--- src/rtl/rans_decoder.sv ---
// rtl/rans_decoder.sv - streaming rANS decoder with single-cycle slot lookup
//
// Decodes a word stream produced by the matching rANS encoder. The
// frequency/cumulative tables are written through the config port while
// idle. A start pulse then decodes num_syms symbols. The first two input
// words form the initial state, most significant word first. Each symbol
// takes one DECODE cycle, zero or more RENORM word fetches, and one EMIT
// handshake.
//
// Ports:
//   clk, rst_n                  clock, synchronous active-low reset
//   config_en/_symbol/_freq/_cumul  table write (ignored while busy)
//   start, num_syms             begin a decode of num_syms symbols
//   in_valid, in_ready, in_data compressed word input stream
//   sym_valid, sym_ready, sym   decoded symbol output stream
//   busy                        FSM not idle
//   done                        one-cycle pulse at the end of a decode
//   err                         sticky error flag, cleared on start
//
// Optional feature macro: RANS_DEC_FINAL_CHECK_EN. When it is defined, the
// final state is compared against L (the encoder's initial state). A
// difference raises err in the same cycle as done.
module rans_decoder #(
  parameter int SYMBOL_WIDTH = 4,
  parameter int NUM_SYMBOLS  = 16,
  parameter int LOG_M        = 10,
  parameter int STATE_WIDTH  = 32,
  parameter int IO_WIDTH     = 16,
  parameter int CNT_WIDTH    = 16
) (
  input  logic                    clk,
  input  logic                    rst_n,
  input  logic                    config_en,
  input  logic [SYMBOL_WIDTH-1:0] config_symbol,
  input  logic [LOG_M:0]          config_freq,
  input  logic [LOG_M-1:0]        config_cumul,
  input  logic                    start,
  input  logic [CNT_WIDTH-1:0]    num_syms,
  input  logic                    in_valid,
  output logic                    in_ready,
  input  logic [IO_WIDTH-1:0]     in_data,
  output logic                    sym_valid,
  input  logic                    sym_ready,
  output logic [SYMBOL_WIDTH-1:0] sym,
  output logic                    busy,
  output logic                    done,
  output logic                    err
);

  localparam logic [STATE_WIDTH-1:0] L_BOUND = STATE_WIDTH'(1) << IO_WIDTH;

  typedef enum logic [2:0] {
    IDLE, LOAD_HI, LOAD_LO, DECODE, RENORM, EMIT, FINISH
  } fsm_t;

  fsm_t fsm, fsm_nxt;

  logic [LOG_M:0]          freq_tab  [NUM_SYMBOLS];
  logic [LOG_M-1:0]        cumul_tab [NUM_SYMBOLS];
  logic [STATE_WIDTH-1:0]  state;
  logic [CNT_WIDTH-1:0]    count;
  logic                    err_q;

  logic [LOG_M-1:0]        slot;
  logic                    hit;
  logic [SYMBOL_WIDTH-1:0] hit_idx;
  logic [LOG_M:0]          hit_freq;
  logic [LOG_M-1:0]        hit_cumul;
  logic [STATE_WIDTH-1:0]  dec_state;
  logic [STATE_WIDTH-1:0]  renorm_state;
  logic                    final_miss;

  assign slot = state[LOG_M-1:0];

  // Parallel range compare against every table entry. Scanning from the top
  // index down lets the lowest matching index overwrite the result, so the
  // lowest index wins if entries overlap.
  always_comb begin
    hit     = 1'b0;
    hit_idx = '0;
    for (int i = NUM_SYMBOLS - 1; i >= 0; i--) begin
      if (freq_tab[i] != '0 &&
          (LOG_M+2)'(slot) >= (LOG_M+2)'(cumul_tab[i]) &&
          (LOG_M+2)'(slot) <  (LOG_M+2)'(cumul_tab[i]) + (LOG_M+2)'(freq_tab[i])) begin
        hit     = 1'b1;
        hit_idx = SYMBOL_WIDTH'(i);
      end
    end
  end

  assign hit_freq     = freq_tab[hit_idx];
  assign hit_cumul    = cumul_tab[hit_idx];
  assign dec_state    = STATE_WIDTH'(hit_freq) * (state >> LOG_M)
                      + STATE_WIDTH'(slot) - STATE_WIDTH'(hit_cumul);
  assign renorm_state = {state[STATE_WIDTH-IO_WIDTH-1:0], in_data};

`ifdef RANS_DEC_FINAL_CHECK_EN
  assign final_miss = (fsm == FINISH) && (state != L_BOUND);
`else
  assign final_miss = 1'b0;
`endif

  // err is visible in the FINISH cycle itself, and is also latched so that
  // it stays set afterwards.
  assign err = err_q | final_miss;

  always_comb begin
    fsm_nxt   = fsm;
    in_ready  = 1'b0;
    sym_valid = 1'b0;
    done      = 1'b0;
    busy      = (fsm != IDLE);
    case (fsm)
      IDLE: begin
        if (start) fsm_nxt = (num_syms == '0) ? FINISH : LOAD_HI;
      end
      LOAD_HI: begin
        in_ready = 1'b1;
        if (in_valid) fsm_nxt = LOAD_LO;
      end
      LOAD_LO: begin
        in_ready = 1'b1;
        if (in_valid) fsm_nxt = DECODE;
      end
      DECODE: begin
        fsm_nxt = (hit && dec_state < L_BOUND) ? RENORM : EMIT;
      end
      RENORM: begin
        in_ready = 1'b1;
        if (in_valid) fsm_nxt = (renorm_state < L_BOUND) ? RENORM : EMIT;
      end
      EMIT: begin
        sym_valid = 1'b1;
        if (sym_ready) fsm_nxt = (count == CNT_WIDTH'(1)) ? FINISH : DECODE;
      end
      FINISH: begin
        done    = 1'b1;
        fsm_nxt = IDLE;
      end
      default: fsm_nxt = IDLE;
    endcase
  end

  always_ff @(posedge clk) begin
    if (!rst_n) begin
      fsm   <= IDLE;
      state <= '0;
      count <= '0;
      sym   <= '0;
      err_q <= 1'b0;
      for (int i = 0; i < NUM_SYMBOLS; i++) begin
        freq_tab[i]  <= '0;
        cumul_tab[i] <= '0;
      end
    end else begin
      fsm <= fsm_nxt;
      if (config_en && fsm == IDLE) begin
        freq_tab[config_symbol]  <= config_freq;
        cumul_tab[config_symbol] <= config_cumul;
      end
      case (fsm)
        IDLE: begin
          if (start) begin
            count <= num_syms;
            err_q <= 1'b0;
          end
        end
        LOAD_HI: if (in_valid) state[STATE_WIDTH-1 -: IO_WIDTH] <= in_data;
        LOAD_LO: if (in_valid) state[IO_WIDTH-1:0] <= in_data;
        DECODE: begin
          if (hit) begin
            state <= dec_state;
            sym   <= hit_idx;
          end else begin
            err_q <= 1'b1;
            sym   <= '0;
          end
        end
        RENORM: if (in_valid) state <= renorm_state;
        EMIT:   if (sym_ready) count <= count - CNT_WIDTH'(1);
        FINISH: if (final_miss) err_q <= 1'b1;
        default: ;
      endcase
    end
  end

endmodule

--- config.mk ---
export PLATFORM = sky130hd
export DESIGN_NAME = rans_decoder
export DESIGN_NICKNAME = d
export VERILOG_FILES = /design/src/rtl/rans_decoder.sv
export SDC_FILE = /design/constraint.sdc
export NUM_CORES = 2
export LEC_CHECK = 0
export ABC_AREA = 1
export CAP_MARGIN = 25
export CORE_MARGIN = 3
export CORE_UTILIZATION = 60
export DETAILED_ROUTE_END_ITERATION = 8
export MAX_ROUTING_LAYER = met4
export PLACE_DENSITY = 0.79
export SLEW_MARGIN = 20
export SYNTH_ARGS = -nofsm -noshare
export SYNTH_HDL_FRONTEND = slang
export SYNTH_SLANG_ARGS = --single-unit
--- constraint.sdc ---
create_clock -name clk -period 17.9 [get_ports clk]
set_clock_uncertainty 0.1 [all_clocks]
set_input_delay 3.58 -clock clk [delete_from_list [all_inputs] [get_ports clk]]
set_output_delay 3.58 -clock clk [all_outputs]
set_load 0.005 [all_outputs]
# Yosys cells after proc, flatten, opt, wreduce, memory -nomap -nowiden
# Memories as Yosys holds them, arrays and structs flattened.
# Index checks and enable logic that the tools add are counted.
dict set report word_totals {
  ram_bits 336
  n_memories 2
  out_inout_bits 9
  input_bits 63
  wordCells 208
  ff_bits 56
}
# memory words width rd rd_clocked_by_memory_dff write_ports line_no
set mem_list {}
lappend mem_list {freq_tab 16 11 17 0 16 58} ;# logic [LOG_M:0] freq_tab [NUM_SYMBOLS];
lappend mem_list {cumul_tab 16 10 17 0 16 59} ;# logic [LOG_M-1:0] cumul_tab [NUM_SYMBOLS];
dict set report op_classes {
  mul 1
  n_mux 67
  eq_ne 14
  n_lt_le_gt_ge 34
  n_addsub 19
  reduce_logical 65
}
# op n
set op_table {}
lappend op_table {{$add A10 B11 Y12} 16}
lappend op_table {{$lt A10 B12 Y1} 16}
lappend op_table {{$reduce_bool A11 Y1} 16}
lappend op_table {{$ge A10 B10 Y1} 16}
lappend op_table {{$pmux W16 S3} 2}
lappend op_table {{$mux W4} 19}
lappend op_table {{$lt A32 B17 Y1 const B} 2}
lappend op_table {{$mux W32} 2}
lappend op_table {{$mux W16} 3}
lappend op_table {{$logic_and A1 B1 Y1} 34}
lappend op_table {{$add A32 B10 Y32} 1}
lappend op_table {{$mul A11 B22 Y32} 1}
lappend op_table {{$pmux W16 S2} 1}
lappend op_table {{$sub A32 B10 Y32} 1}
lappend op_table {{$mux W1} 29}
lappend op_table {{$mux W3} 7}
lappend op_table {{$pmux W3 S6} 1}
lappend op_table {{$eq A16 B1 Y1 const B} 1}
lappend op_table {{$logic_not A16 Y1} 1}
lappend op_table {{$sub A16 B1 Y16 const B} 1}
lappend op_table {{$ne A2 B2 Y1 const B} 7}
lappend op_table {{$mux W11} 1}
lappend op_table {{$reduce_or A11 Y1} 1}
lappend op_table {{$mux W10} 1}
lappend op_table {{other kinds (12)} 20}

# Longest topological paths before layout
# An unclocked memory read counts as a cell.
dict set report depth {
  word_depth 28
  depth_mapped 75
  mapped_depth_nobuf 72
}

# Least setup slack after synthesis
# No wires, ideal clock.
dict set report synth_timing {
  path_kind {register to register}
  startpoint {mem cumul_tab[11][0]}
  endpoint {reg fsm[0]}
  path_buffers 3
  setup_ps 132
  synth_period_minus_slack_ps 9412
  stages_incl_launch_ff 71
  required_ps 17668
  path_slack_ps 8488
  t_arrival_ps 9180
  path_cell_list {edfxtp_1 ha_1 inv_1 fa_1 o31ai_1 nand3_1 nand2_1 xor2_1 ha_1 nand2_1 nor2_1 a211oi_1 o21ai_1 nand3_1 nand2_1 nand3b_1 nand2_1 nand2_1 [... 35 more ...] o21bai_1 nand3_1 nand2_1 inv_1 o21ai_1 inv_1 o21ai_1 a21oi_1 o21ai_1 inv_1 o31ai_2 xor2_1 nor2_1 nand4_1 a21oi_1 nand2_1 nand2_1 a21oi_1}
}
# element line_no
set synth_rtl {}
lappend synth_rtl {{from (decl)} 59}
lappend synth_rtl {{to (signal assigned)} 156} ;# fsm <= fsm_nxt;
lappend synth_rtl {{to (decl)} 56} ;# fsm_t fsm, fsm_nxt;

==> run_results.csv <==
group,metric,value,unit
outcome,outcome,"finished, final reports clean",
global_route,track_usage,38.6,%
die,ios,72,
clock_network,cts_htree_levels,2,
synth,synth_flop_cell,"edfxtp_1",
worst_setup_path,critical_path.max_fanout,138,
timing,rsz0062_at_grt,"false",
placement,place_congestion,1.05,
timing,layout_setup_ws,5.00,ns
clock_network,cts_setup_buffers,0,
synth,ys_top_cells_by_area,"edfxtp_1 (25%), ha_1 (18%), fa_1 (11%)",
detailed_routing,postRouteAntennaNets,0,
global_route,overflow,0,
synth,seq_area_frac_synth,27.5,%
clock_network,root_buffer,"clkbuf_16",
detailed_routing,drt-vias-per-instance,6.22,
timing,slew-limit-headroom,21.8,%
synth,syn_avg_cell_area,8.16,um2
synth,syn_inst,4996,
synth,synthesis.area,40700,um2
layout,final_nets,5824,
hold_path,holdPathStages,2,
die,rows,94,
synth,synth_nets,5845,
synth,netlist_top_cells_count,"nand2_1 (864), inv_1 (747), nor2_1 (629), ha_1 (572), a21oi_1 (352)",
timing,setup_viol,0,
placement,dp_worst_setup_slack,5.38,ns
synth,yosysWarnings,0,
clock_network,hold_buffers,0,
timing,timing.hold.ws,0.366,ns
timing,fin_crit_sh,72.1,%
die,die_h,267,um
synth,netlist.area_leader.share,24.8,%
layout,final_core_util,65.3,%
global_route,grt_pass1_wl,203000,um
synth,synth_top_cell_by_area,"edfxtp_1",
detailed_routing,finalWirelength,133000,um
worst_setup_path,cp-start-kind,"flip-flop",
layout,area_growth_syn_to_layout,6.63,%
worst_setup_path,crit_path_end_kind,"flip-flop",
clock_network,cts_sinks,392,
hold_path,hold_class,"reg2reg",
die,fp.dieArea,71100,um2
placement,place_hpwl,96200,um
detailed_routing,wl_per_cell,22.7,um
die,start_util,61.2,%
clock_network,insertion_delay,0.62,ns
timing,tns,0,ns
synth,synth_edf_count,336,
worst_setup_path,slowest_delay,0.91,ns
worst_setup_path,critical_path_required,18.23,ns
flow_run,drv_cap,0,
detailed_routing,route.detailed.drc,0,
synth,synth_most_common_cell,"nand2_1",
global_route,grt_max_degree,139,
die,die_w,267,um
worst_setup_path,worstPathArrival,13.23,ns
synth,ys_seq_elements,392,
detailed_routing,drt_iter0_markers,4582,
clock_network,cts_buffers,44,
clock_network,cts.path.max_buffers,3,
clock_network,cts_tree,"built",
die,core-area,66600,um2
timing,slew_viol_final,0,
timing,finalCriticalPeriod,12.90,ns
timing,fmax,77.5,MHz
synth,async_flop_share,0,%
worst_setup_path,cpMaxStageDelayCell,"buf_4",
layout,num-fill-cells,5613,
synth,synth.distinct_cells,66,
global_route,grt_pass1_vias,34900,
worst_setup_path,crit_type,"reg2reg",
clock_network,ctsResizeCount,0,
timing,hold_violations,0,
detailed_routing,dr.pass1.iters,6,
global_route,antenna_found_initial,3,
layout,drive_above_1_share,4.19,%
clock_network,path_clk_slew,0.07,ns
worst_setup_path,cp_common_cell,"nand2_1",
timing,worstMarginPinSlew,1.17,ns
placement,port-buffer-count,71,
detailed_routing,via_count,36500,
worst_setup_path,rr_worst_depth,68,
## logic make-up (layout without fill, tap and decap cells)
group	Yosys count	after routing	synth area share [%]
AO/OA/AOI/OAI	887	887	13.2
XOR/XNOR	142	142	3.05
adder cells (fa/ha/maj)	786	786	28.1
buffers and inverters	945	959	9.55
flip-flops	392	392	27.5
multiplexers	2	2	0.0491
other	0	4	0
AND/OR/NAND/NOR	1842	1842	18.6
## critical path, delay by kind of cell (launching register included)
kind	cells	cell delay (ns)
AND/OR/NAND/NOR	35	3.97
adder cells (fa/ha/maj)	9	3.33
XOR/XNOR	2	0.28
flip-flops	1	0.38
buffers and inverters	9	1.51
AO/OA/AOI/OAI	13	3.05
## metrics by stage
| stage | instance area (um2) | std cells |
|---|---|---|
| 2_1_floorplan | 40700 | 4996 |
| 3_3_place_gp | 41800 | 5788 |
| 3_5_place_dp | 41900 | 5793 |
| 4_1_cts | 43400 | 5874 |
| 5_1_grt | 43400 | 5878 |
| 6_report | 43400 | 5878 |
## metal layers
metal	wire, um	track usage (%)
met5	0	-
met1	51000	49.9
met4	8010	19.2
met3	17300	8.79
met2	56900	57.4
## cells in the final DEF, fill, tap and decap left out, drive strengths merged, types with 9 or more instances in the layout
cell type	n
nor4	34
clkdlybuf4s50	70
o211ai	48
ha	572
nor3	45
a221oi	10
dfxtp	56
xor2	88
o21ai	245
nand4	38
buf	40
edfxtp	336
nand3	197
o21bai	12
inv	768
a31oi	36
nand2	878
nor2	637
o21a	11
a21oi	364
o221ai	40
a21o	25
fa	214
xnor2	54
clkinv	19
a211oi	40
o311ai	9
a32o	16
o22ai	9
clkbuf	52
## flip-flops by register name (all words and copies together), names as in the netlist
name,flops
fsm,3
freq_tab,176
sym,4
cumul_tab,160
state,32
err,1
count,16
## path summary, 6_finish.rpt
| path | start | to | slack, ns |
|---|---|---|---|
| worst min register to register | sym[0] | sym[0] | 0.37 |
| worst min-delay path | sym[0] | sym[0] | 0.37 |
| worst max register to register | freq_tab[12][0] | fsm[0] | 5.00 |
| worst max-delay path | freq_tab[12][0] | fsm[0] | 5.00 |
## final cells by class
class / instances / area, um2 / share of cell area [%]
clock buffers: 52 / 1170 / 2.70
repair buffers: 110 / 1050 / 2.42
clock inverters: 29 / 353 / 0.812
well taps: 864 / 1080 / 2.49
inverters: 768 / 2900 / 6.66
diodes: 4 / 10.0 / 0.0230
multi-input cells: 3659 / 25700 / 59.1
flip-flops and latches: 392 / 11200 / 25.8
Power is not shown: default switching activity piles up to over one toggle a cycle in this logic, so the estimate is an artifact.
